## config.mk

```make
export PLATFORM = sky130hd
export DESIGN_NAME = fd48_bank_arbiter
export DESIGN_NICKNAME = d
export VERILOG_FILES = /design/src/rtl/fd48_pkg.sv /design/src/rtl/rr_pick.sv /design/src/rtl/fd48_bank_arbiter.sv
export SDC_FILE = /design/constraint.sdc
export NUM_CORES = 1
export LEC_CHECK = 0
export ABC_AREA = 1
export BUFFER_PORTS_ARGS = -buffer_cell sky130_fd_sc_hd__buf_2
export CAP_MARGIN = 0
export CORE_ASPECT_RATIO = 0.8
export CORE_MARGIN = 4
export CORE_UTILIZATION = 45
export DETAILED_ROUTE_END_ITERATION = 7
export GPL_TIMING_DRIVEN = 0
export PLACE_DENSITY = 0.77
export SETUP_SLACK_MARGIN = 0.15
export SLEW_MARGIN = 20
export SYNTH_ARGS = -nofsm -noshare
export SYNTH_HDL_FRONTEND = slang
export SYNTH_HIERARCHICAL = 1
export SYNTH_SLANG_ARGS = --single-unit
```

## constraint.sdc

```tcl
create_clock -name CP -period 3.31 [get_ports CP]
set_input_delay 0.993 -clock CP [delete_from_list [all_inputs] [get_ports CP]]
set_output_delay 0.993 -clock CP [all_outputs]
set_load 0.05 [all_outputs]
```

## src/rtl/fd48_pkg.sv

```systemverilog
// Shared types and constants for the fd48 register-bank controllers.
package fd48_pkg;

    localparam int unsigned FD48_WIDTH = 8;
    localparam int unsigned FD48_CNT_W = 4;
    localparam int unsigned FD48_IDX_W = 3;

    typedef enum logic [1:0] {
        IDLE   = 2'd0,
        WRITE  = 2'd1,
        PRESET = 2'd2,
        PDONE  = 2'd3
    } state_t;

endpackage

```

## src/rtl/rr_pick.sv

```systemverilog
// Combinational round-robin selector: first set request at or above ptr, with wrap.
module rr_pick
    import fd48_pkg::*;
#(
    parameter int unsigned N = 4
) (
    input  logic [N-1:0]            req,
    input  logic [FD48_IDX_W-1:0]   ptr,
    output logic [N-1:0]            gnt,
    output logic [FD48_IDX_W-1:0]   idx,
    output logic                    valid
);

    localparam int unsigned SW = (N > 1) ? $clog2(N) : 1;

    always_comb begin
        gnt   = '0;
        idx   = '0;
        valid = 1'b0;
        for (int unsigned off = 0; off < N; off++) begin
            int unsigned pos;
            logic [SW-1:0] sel;
            pos = 32'(ptr) + off;
            if (pos >= N) begin
                pos = pos - N;
            end
            sel = SW'(pos);
            if (!valid && req[sel]) begin
                gnt[sel] = 1'b1;
                idx      = FD48_IDX_W'(pos);
                valid    = 1'b1;
            end
        end
    end

endmodule

```

## src/rtl/fd48_bank_arbiter.sv

```systemverilog
// Round-robin write arbiter and preset sequencer for one shared 8-bit preset-able flop bank.
module fd48_bank_arbiter
    import fd48_pkg::*;
#(
    parameter int unsigned N             = 4,
    parameter int unsigned WIDTH         = FD48_WIDTH,
    parameter int unsigned PRESET_CYCLES = 2,
    parameter bit          RESET_PRESET  = 1'b1
) (
    input  logic                   CP,
    input  logic                   RST,
    input  logic [N-1:0]           REQ,
    input  logic [N*WIDTH-1:0]     WDATA,
    output logic [N-1:0]           ACK,
    output logic [FD48_IDX_W-1:0]  GNT_ID,
    input  logic                   PRESET_REQ,
    output logic                   PRESET_ACK,
    output logic                   BUSY,
    input  logic [WIDTH-1:0]       BANK_Q,
    output logic [WIDTH-1:0]       BANK_D,
    output logic                   BANK_SD
);

    localparam int unsigned SW = (N > 1) ? $clog2(N) : 1;

    state_t                  state_q, state_d;
    logic [FD48_IDX_W-1:0]   ptr_q, ptr_d;
    logic [FD48_CNT_W-1:0]   cnt_q, cnt_d;
    logic [WIDTH-1:0]        wdata_q, wdata_d;
    logic                    rst_pre_q, rst_pre_d;
    logic [N-1:0]            ack_d;
    logic [FD48_IDX_W-1:0]   gnt_d;
    logic                    pack_d;
    logic                    sd_d;

    logic [N-1:0]            pick_gnt;
    logic [FD48_IDX_W-1:0]   pick_idx;
    logic                    pick_valid;
    logic [WIDTH-1:0]        wd [N];

    for (genvar i = 0; i < N; i++) begin : g_slice
        assign wd[i] = WDATA[i*WIDTH +: WIDTH];
    end

    rr_pick #(.N(N)) u_pick (
        .req   (REQ),
        .ptr   (ptr_q),
        .gnt   (pick_gnt),
        .idx   (pick_idx),
        .valid (pick_valid)
    );

    // Bank recirculates its own Q except during the single write cycle.
    assign BANK_D = (state_q == WRITE) ? wdata_q : BANK_Q;
    assign BUSY   = (state_q != IDLE);

    always_ff @(posedge CP) begin
        if (RST) begin
            state_q    <= IDLE;
            ptr_q      <= '0;
            cnt_q      <= '0;
            wdata_q    <= '0;
            rst_pre_q  <= RESET_PRESET;
            ACK        <= '0;
            GNT_ID     <= '0;
            PRESET_ACK <= 1'b0;
            BANK_SD    <= 1'b1;
        end else begin
            state_q    <= state_d;
            ptr_q      <= ptr_d;
            cnt_q      <= cnt_d;
            wdata_q    <= wdata_d;
            rst_pre_q  <= rst_pre_d;
            ACK        <= ack_d;
            GNT_ID     <= gnt_d;
            PRESET_ACK <= pack_d;
            BANK_SD    <= sd_d;
        end
    end

    always_comb begin
        state_d   = state_q;
        ptr_d     = ptr_q;
        cnt_d     = cnt_q;
        wdata_d   = wdata_q;
        rst_pre_d = rst_pre_q;
        ack_d     = '0;
        gnt_d     = GNT_ID;
        pack_d    = 1'b0;
        sd_d      = 1'b1;
        case (state_q)
            IDLE: begin
                // A pending post-reset preset or an explicit request beats writes.
                if (rst_pre_q || PRESET_REQ) begin
                    state_d   = PRESET;
                    cnt_d     = '0;
                    sd_d      = 1'b0;
                    rst_pre_d = 1'b0;
                end else if (pick_valid) begin
                    state_d = WRITE;
                    ack_d   = pick_gnt;
                    gnt_d   = pick_idx;
                    wdata_d = wd[SW'(pick_idx)];
                end
            end
            WRITE: begin
                state_d = IDLE;
                ptr_d   = (GNT_ID == FD48_IDX_W'(N - 1)) ? '0 : GNT_ID + 3'd1;
            end
            PRESET: begin
                if (cnt_q == FD48_CNT_W'(PRESET_CYCLES - 1)) begin
                    state_d = PDONE;
                    pack_d  = 1'b1;
                end else begin
                    cnt_d = cnt_q + 1'b1;
                    sd_d  = 1'b0;
                end
            end
            PDONE: begin
                state_d = IDLE;
                cnt_d   = '0;
            end
            default: state_d = IDLE;
        endcase
    end

endmodule

```

## After elaboration in Yosys (flattened, before gate mapping)

Cells that the tools add are included.

- Output and inout bits: 18
- Bits of input ports: 47
- Register bits after elaboration: 27

- Reduce and logical (&&, ||, !) cells: 21
- Muxes and demuxes: 47
- Equality and inequality tests: 9
- $add $sub $neg: 9
- $lt $le $gt $ge: 13
- Bitwise gates (word level): 8

Operators by type and width:

| kind | count |
|---|---|
| 3-bit 2-to-1 mux | 9 |
| 4-bit 2-to-1 mux | 6 |
| 8-bit 2-to-1 mux | 3 |
| 8-bit binary-select mux with 2-bit select | 1 |
| 1-bit 2-to-1 mux | 14 |
| 4-bit by 3-bit greater-or-equal comparator with 1-bit output (second input constant) | 3 |
| 2-bit by 3-bit less-than comparator with 1-bit output (second input constant) | 4 |
| 4-bit bitwise OR | 3 |
| 4-bit case mux with 3 select lines | 1 |
| 3-bit subtractor (second input constant) | 4 |
| 3-bit by 2-bit adder with 4-bit output (second input constant) | 2 |
| 1-bit binary-select mux with 2-bit select | 4 |
| 1-bit demux with 2-bit select | 4 |
| 2-bit by 1-bit greater-or-equal comparator with 1-bit output (second input constant) | 4 |
| 1-bit logical AND | 7 |
| 3-bit greater-or-equal comparator (second input constant) | 2 |
| 2-bit 2-to-1 mux | 3 |
| 2-bit inequality test (second input constant) | 3 |
| 2-bit case mux with 3 select lines | 1 |
| 3-bit AND reduction | 2 |
| 3-bit by 1-bit adder with 4-bit output (second input constant) | 1 |
| 4-bit by 1-bit adder with 4-bit output (second input constant) | 1 |
| 2-bit equality test (second input constant) | 2 |
| 4-bit by 1-bit equality test with 1-bit output (second input constant) | 1 |
| 15 further kinds | 22 |

## Longest topological paths before layout

Gate-level depths: netlist (run 1).

- Depth after elaboration: 18
- Depth in mapped cells: 17
- Mapped depth without buffers: 14

## Cells and area by module

The synthesis (run 1) kept the hierarchy.

Modules (own cells, without submodules):

| module | area each (um2) | times used | cells each |
|---|---|---|---|
| fd48_bank_arbiter | 1421.4 | 1 | 216 |
| rr_pick | 489.2 | 1 | 87 |

## Least setup slack after synthesis (run 1)

No wires, ideal clock.

- Path kind: input -> register
- Start: in REQ[3]
- End: reg wdata_q[5]
- Path slack: 781 ps
- Stages on the path: 15
- Data arrival time: 2413 ps
- Setup time: 116 ps
- Cell sequence: inv_1 nand2_1 nand3_2 nand2_2 nor2_4 buf_6 nand4_1 nand3_1 buf_4 inv_2 buf_4 o21ai_0 o21ai_0 nor2_1 nor2_1

- Cells in the longest elaborated chain, start to end: 16
- Elaborated cells on any way between the ends: 27

RTL lines:

| item | line | text |
|---|---|---|
| start: declaration | fd48_bank_arbiter.sv:12 | `input logic [N-1:0] REQ,` |
| 1-bit binary-select mux with 2-bit select | rr_pick.sv:28 | `if (!valid && req[sel]) begin` |
| 1-bit 2-to-1 mux (implied by the code) | rr_pick.sv:28 |  |
| 1-bit 2-to-1 mux | rr_pick.sv:28 |  |
| 1-bit zero test | rr_pick.sv:28 |  |
| 1-bit logical AND | rr_pick.sv:28 |  |
| 1-bit 2-to-1 mux | rr_pick.sv:28 |  |
| 1-bit zero test | rr_pick.sv:28 |  |
| 1-bit logical AND | rr_pick.sv:28 |  |
| 1-bit 2-to-1 mux | rr_pick.sv:28 |  |
| 1-bit zero test | rr_pick.sv:28 |  |
| 1-bit logical AND | rr_pick.sv:28 |  |
| 3-bit 2-to-1 mux (*) | rr_pick.sv:28 |  |
| named net pick_idx[0] | fd48_bank_arbiter.sv:37 | `logic [FD48_IDX_W-1:0] pick_idx;` |
| 2-bit NOT with 3-bit output (implied by the code) (*) | fd48_bank_arbiter.sv:103 | `wdata_d = wd[SW'(pick_idx)];` |
| 8-bit binary-select mux with 2-bit select (*) | fd48_bank_arbiter.sv:103 |  |
| 8-bit 2-to-1 mux (implied by the code) (*) (2 in a row) | fd48_bank_arbiter.sv:103 |  |
| end signal: assignment | fd48_bank_arbiter.sv:72 | `wdata_q <= wdata_d;` |
| end: declaration | fd48_bank_arbiter.sv:29 | `logic [WIDTH-1:0] wdata_q, wdata_d;` |

Mark *: on every way through the listed nets, which the timed path passes. The rest lies on a longest branch. The select of a mux whose other input is x is not followed.
A chain may end at the register's enable or synchronous reset.

## Final worst setup path (run 1)

- Start: reg ptr_q[0]
- End: reg wdata_q[5]

- Cells in the longest elaborated chain, start to end: 18
- Elaborated cells on any way between the ends: 42

RTL lines:

| item | line | text |
|---|---|---|
| start: declaration | fd48_bank_arbiter.sv:27 | `logic [FD48_IDX_W-1:0] ptr_q, ptr_d;` |
| start signal: assignment | fd48_bank_arbiter.sv:70 | `ptr_q <= ptr_d;` |
| branches (longest 13 deep; another with 3-bit by 1-bit adder with 4-bit output) | n/a |  |
| 3-bit 2-to-1 mux (*) | rr_pick.sv:28 |  |
| named net pick_idx[0] | fd48_bank_arbiter.sv:37 |  |
| 2-bit NOT with 3-bit output (implied by the code) (*) | fd48_bank_arbiter.sv:103 |  |
| 8-bit binary-select mux with 2-bit select (*) | fd48_bank_arbiter.sv:103 |  |
| 8-bit 2-to-1 mux (implied by the code) (*) (2 in a row) | fd48_bank_arbiter.sv:103 |  |

Mark *: on every way through the listed nets, which the timed path passes. The select of a mux whose other input is x is not followed.

==> results of run 1 <==
==> per-stage QoR <==
step	utilization [%]	instance area (µm²)	instances	setup slack (ps)
2_1_floorplan	-	1910	303	781
3_3_place_gp	58.0	2290	421	351
3_5_place_dp	58.0	2290	421	303
4_1_cts	59.2	2340	425	401
5_1_grt	59.2	2340	425	167
6_report	59.2	2340	425	387
==> cell type report <==
cell class,instances,area share [%]
repair buffers,63,13.5
flip-flops and latches,27,23.1
multi-input cells,234,50.3
inverters,31,5.08
plain buffers,11,3.21
clock buffers,4,1.93
well taps,55,2.94
==> per-layer routing <==
metal / routed length, µm / vias up / part of all wire, % / track usage [%]
li1: - / 1120 / - / -
met1: 2270 / 899 / 48 / 24.8
met2: 2080 / 76 / 44 / 30.9
met3: 392 / 0 / 8.3 / 3.95
met4: 0 / 0 / 0 / 1.90
met5: 0 / - / 0 / 0
==> Yosys cell counts (3+ instances only) <==
cell type  number  area [µm²]
a21boi_0        4        30.0
inv_1          27         101
nand3_2         4        40.0
inv_2           3        11.3
buf_4           3        22.5
nand2_2         6        37.5
nand4_1        11        68.8
nand2_1        62         233
nor2_1         56         210
o21ai_1         4        20.0
dfxtp_1        27         541
ha_1            9         113
nand3_1        16        80.1
o21ai_0        39         195
buf_2           6        30.0
a21oi_1        14        70.1
==> cells in the final DEF (no fill, tap or decap) <==
master,instances
nand4_1,11
nor2_2,2
a211oi_1,2
o211a_1,1
nor2_4,2
nand2_4,1
inv_1,27
nand3_1,16
buf_2,69
a21boi_0,4
buf_6,2
clkbuf_1,1
nand3b_1,1
dfxtp_1,27
nand2_1,62
o21ai_1,4
nand3_2,4
nand2_2,6
a21oi_1,14
inv_4,1
nor2_1,56
buf_4,3
inv_2,3
clkbuf_8,3
ha_1,9
o21ai_0,39
==> power breakdown <==
group	total, mW	internal (mW)	switching, mW
clock	0.180	0.0860	0.0937
sequential	0.375	0.351	0.0240
combinational	0.484	0.164	0.320
total	1.04	0.601	0.438
==> worst max-delay path: stages, from the launching register on <==
cell and delay (ps):
dfxtp_1 600, inv_2 170, ha_1 390, inv_1 100, nand3_1 90, nand2_1 50
nor2_1 360, a21oi_1 120, nand3_1 110, buf_4 160, inv_2 70, buf_4 170
o21ai_0 140, o21ai_0 100, nor2_1 130, nor2_1 60
==> cell families after synthesis <==
group / after synthesis / synth area share (%)
flip-flops: 27 / 28.3
AND/OR/NAND/NOR: 161 / 37.9
buffers and inverters: 42 / 10.2
adder cells (fa/ha/maj): 9 / 5.89
AO/OA/AOI/OAI: 64 / 17.8
==> registers in the layout, summed over array words and instances (netlist names) <==
signal	cells
GNT_ID	3
ptr_q	3
rst_pre_q	1
state_q	2
cnt_q	4
ACK	4
BANK_SD	1
wdata_q	8
PRESET_ACK	1
==> worst min path at each step <==
stage | from | endpoint | cells past startpoint
floorplan | rst_pre_q | rst_pre_q | 2
global placement | rst_pre_q | rst_pre_q | 2
detailed placement | rst_pre_q | rst_pre_q | 2
CTS | rst_pre_q | rst_pre_q | 2
global route | rst_pre_q | rst_pre_q | 2
finish | rst_pre_q | rst_pre_q | 2
==> impl_results.md, run 1 <==
- Yosys cell types: 24
- GRT overflow: 0
- Mapped cell area: 1910 µm²
- Post-synth EDFFs: 0
- Pwr per Cell Area: 444 nW/µm²
- Crit Path Category: flip-flop to flip-flop
- Hold-fix buffers, CTS: 0
- Starting density of the core: 48.3%
- Worst VDD drop: 236 µV
- CTS clk-pin slew, worst paths: 90 ps
- Register area share after synthesis: 28.3%
- Most common flop cell mapped by yosys: dfxtp_1
- Antenna violations before repair: 0
- GR Util All Layers: 18.4%
- H-tree depth: 1
- Reg-to-Reg Start: ptr_q[0]
- R2R setup slack: 390 ps
- Reg2reg end: wdata_q[5]
- CTS Sinks: 27
- Arrival time worst endpoint: 3090 ps
- Post-DP HPWL: 3720 µm
- Vias: 2095
- CP startpoint: ptr_q[0]
- F_max: 0.342 GHz
- Drt initial violations: 163
- Multi-input combinational cell area: 1180 µm²
- Core region area: 3950 µm²
- Drt via density: 4.93
- Row cnt: 20
- ANT cells: 0
- Least-Margin Pin Slew: 450 ps
- Endpoint class of the critical path: flip-flop
- Worst r2r path cells: 15
- Full die area: 5360 µm²
- RSZ-0062 raised after global routing: no
- TritonCTS clock tree: built
- Outcome: complete, no violations
- Total wire length: 4750 µm
- Setup Total Neg Slack: 0 ps
- Chip Height: 66.3 µm
- Pre-antenna DRT Iters: 4
- Warnings, synthesis: 6
- CP required: 3480 ps
- Fraction of layout cells with a size suffix above 1: 25.9%
- I/O Pins: 65
- Syn_area_per_cell: 6.31 µm²
- Clock buffers created by TritonCTS: 3
- First-pass GRT wire length: 8060 µm
- Syn_nets: 359
- Register Area: 541 µm²
- Final nets: 427
- Maximum root-to-sink buffer count: 2
- GPL Wtd Cong: 0.878
- CP Capture Point: wdata_q[5]
- Startpoint types: flip-flop
- Worst slew margin: 69.9%
- Area delta synth->final: 22.5%
- Fin. max-slew vios: 0
- Wire per inst: 11.2 µm
- Largest net degree at the start of global routing: 15
- Hold Slack: 466 ps
- Synth Instances: 303
- Clk_lat worst skew: 260 ps
- Crit-path max FO: 12
- MaxCap Viol Count: 0
- Worst Skew: 2.83 ps
- DRC violations left: 0
- Die W: 80.9 µm
- HP Class: flip-flop to flip-flop
- CTS Root Cell: clkbuf_8
- Min cycle time layout: 2920 ps
- Fin crit share: 88.3%
- Fin. Hold Viols: 0
- Buffers on Ports: 63
- Ys async rst share: 0%
- FILL cells: 402
- DRT antenna net count: 0
- # Post-CTS Setup Buffers: 0
- Post-CTS sizing: 0
- Vias in the first global route: 1912
- Leak Pwr: 1.21 nW
- Setup Viol. Count Final: 0
- FF+latch count, synth: 27
- Power, Total: 1.04 mW
No activity file was read; power rests on OpenSTA's default activity.
==> run 2, diff against run 1 <==
BUFFER_PORTS_ARGS = -buffer_cell sky130_fd_sc_hd__buf_4   (was -buffer_cell sky130_fd_sc_hd__buf_2)
==> impl_results.md, run 2 (synthesized netlist as in run 1, its figures left out) <==
- Fin. Hold Viols: 0 (unchanged)
- Crit-path max FO: 12 (unchanged)
- Worst path bufs/invs: 5 (unchanged)
- Wire per inst: 11.7 µm (+5.2%)
- Final worst slack: 357 ps (-29.7 ps)
- RSZ-0062 raised after global routing: no
- Worst r2r path cells: 15 (unchanged)
- Core region area: 3950 µm² (unchanged)
- Biggest regs: wdata_q (8), ACK (4), cnt_q (4)
- Full die area: 5360 µm² (unchanged)
- Cell count along the critical path: 15 (unchanged)
- Worst VDD drop: 220 µV (-7.0%)
- Fin. max-slew vios: 0 (unchanged)
- Area delta synth->final: 30.7%
- Maximum root-to-sink buffer count: 2 (unchanged)
- Crit Path Category: flip-flop to flip-flop
- CTS clk-pin slew, worst paths: 80 ps (about the same)
- CTS Sinks: 27 (unchanged)
- Post-DP HPWL: 3820 µm (+2.7%)
- Vias: 2128 (+1.6%)
- Sequential Power Share: 35.1% (-1.0 points)
- Total wire length: 4990 µm (+5.2%)
- Switching Share: 41.4% (-0.76 points)
- CP required: 3470 ps (about the same)
- GRT overflow: 0 (unchanged)
- Drt initial violations: 163 (unchanged)
- FILL cells: 407 (+1.2%)
- DRC violations left: 0 (unchanged)
- H-tree depth: 1 (unchanged)
- Fraction of layout cells with a size suffix above 1: 25.9% (unchanged)
- Worst Skew: 2.11 ps (-0.725 ps)
- Layout Utilization: 63.2% (+4.0 points)
- # Post-CTS Setup Buffers: 0 (unchanged)
- Highest routed layer: met4
- WL met1: 2400 µm (+5.5%)
- DRT antenna net count: 0 (unchanged)
- Post-CTS sizing: 0 (unchanged)
- Buffers on Ports: 63 (unchanged)
- ANT cells: 0 (unchanged)
- Setup Total Neg Slack: 0 ps (unchanged)
- Endpoint class of the critical path: flip-flop
- HP Class: flip-flop to flip-flop
- Min cycle time layout: 2950 ps (+29.7 ps)
- Largest net degree at the start of global routing: 15 (unchanged)
- Largest register FFs: 8 (unchanged)
- Design area: 2500 µm² (+6.7%)
- Clock buffers created by TritonCTS: 3 (unchanged)
- Clk network pwr share: 16.9% (-0.4 points)
- Fin crit share: 89.2% (+0.90 points)
- Setup Viol. Count Final: 0 (unchanged)
- Largest delay share family, worst path: simple AND/OR/NAND/NOR gates
- Antenna violations before repair: 0 (unchanged)
- Outcome: complete, no violations
- CP peak stage delay: 610 ps (about the same)
- I/O Pins: 65 (unchanged)
- Total net switching power: 0.442 mW (+0.96%)
- Most frequent CP cell: nor2_1
- Clk_lat worst skew: 270 ps (about the same)
- Starting density of the core: 48.3% (unchanged)
- Metal2 WL: 2170 µm (+4.0%)
- Pwr per Cell Area: 428 nW/µm² (-3.7%)
- Chip Height: 66.3 µm (unchanged)
- Arrival time worst endpoint: 3120 ps (+30 ps)
- Pre-antenna DRT Iters: 4 (unchanged)
- GR Util All Layers: 18.7% (+0.35 points)
- Combinational group share of total power: 48.0% (+1.4 points)
- Die W: 80.9 µm (unchanged)
- Cell Chain, Critical Path: inv_2 -> ha_1 -> inv_1 -> nand3_1 -> nand2_1 -> nor2_1 -> a21oi_1 -> nand3_1 -> buf_4 -> inv_2 -> buf_4 -> o21ai_0 -> o21ai_0 -> nor2_1 -> nor2_1
- Vias in the first global route: 1875 (-1.9%)
- CTS Root Cell: clkbuf_8
- Hold-fix buffers, CTS: 0 (unchanged)
- First-pass GRT wire length: 8010 µm (-0.61%)
- Placement Cell Area: 2450 µm² (+6.9%)
- TritonCTS clock tree: built
- MaxCap Viol Count: 0 (unchanged)
- Final nets: 427 (unchanged)
- F_max: 0.339 GHz (-1.0%)
- Internal power: 0.626 mW (+4.2%)
- Drt via density: 5.01 (+1.6%)
- Place WS: 242 ps (-61.3 ps)
- Startpoint types: flip-flop
- Leak Pwr: 1.26 nW (+3.9%)
- Least-Margin Pin Slew: 452 ps (+1.68 ps)
- Worst slew margin: 69.8% (-0.11 points)
- Crit-path slowest cell: dfxtp_1
- Met3 WL: 390 µm (-0.51%)
- Row cnt: 20 (unchanged)
- GPL Wtd Cong: 0.856 (-2.5%)
- Commonest non-fill, non-tap cell in the layout: buf_4
- Hold path depth: 2 (unchanged)
- Reg with most FFs: wdata_q
- Most frequent cells in the layout: 66 x buf_4, 62 x nand2_1, 56 x nor2_1
-- run 2: power by group through the flow --
stage                     combinational, mW  sequential (mW)  clock [mW]
final                                 0.513            0.375       0.180
after global routing                  0.569            0.379       0.202
after CTS                             0.512            0.374       0.187
after detailed placement              0.509            0.382           0
after global placement                0.502            0.381           0
after floorplan                       0.347            0.397           0
-- run 2: path summary, 6_finish.rpt --
kind                                 from    endpoint  slack (ps)
worst max register to register   ptr_q[0]  wdata_q[5]         360
worst min register to register  rst_pre_q   rst_pre_q         450
worst max-delay path             ptr_q[0]  wdata_q[5]         360
worst min-delay path            rst_pre_q   rst_pre_q         450
-- run 2: per-layer routing --
layer / vias up / track usage (%)
li1: 1120 / -
met1: 925 / 24.8
met2: 77 / 30.6
met3: 6 / 4.63
met4: 0 / 4.01
met5: - / 0
-- run 2: worst register-to-register path, cell delays in order (launching register included) --
cell	delay, ps
dfxtp_1	610
inv_2	180
ha_1	380
inv_1	90
nand3_1	90
nand2_1	50
nor2_1	360
a21oi_1	120
nand3_1	100
buf_4	170
inv_2	80
buf_4	170
o21ai_0	160
o21ai_0	100
nor2_1	130
nor2_1	60
-- run 2: layout make-up --
type                            count  area [µm²]  share of cell area [%]
Multi-Input combinational cell    234        1180                    47.1
Tap cell                           55        68.8                    2.76
Buffer                             11        75.1                    3.01
Inverter                           31         119                    4.76
Timing Repair Buffer               63         473                    18.9
Sequential cell                    27         541                    21.6
Clock buffer                        4        45.0                    1.80
-- run 2: metrics by stage --
stage          hold slack, ps  total power [mW]  instances
2_1_floorplan             420             0.744        303
3_3_place_gp              430             0.883        421
3_5_place_dp              433             0.891        421
4_1_cts                   450              1.07        425
5_1_grt                   481              1.15        425
6_report                  450              1.07        425
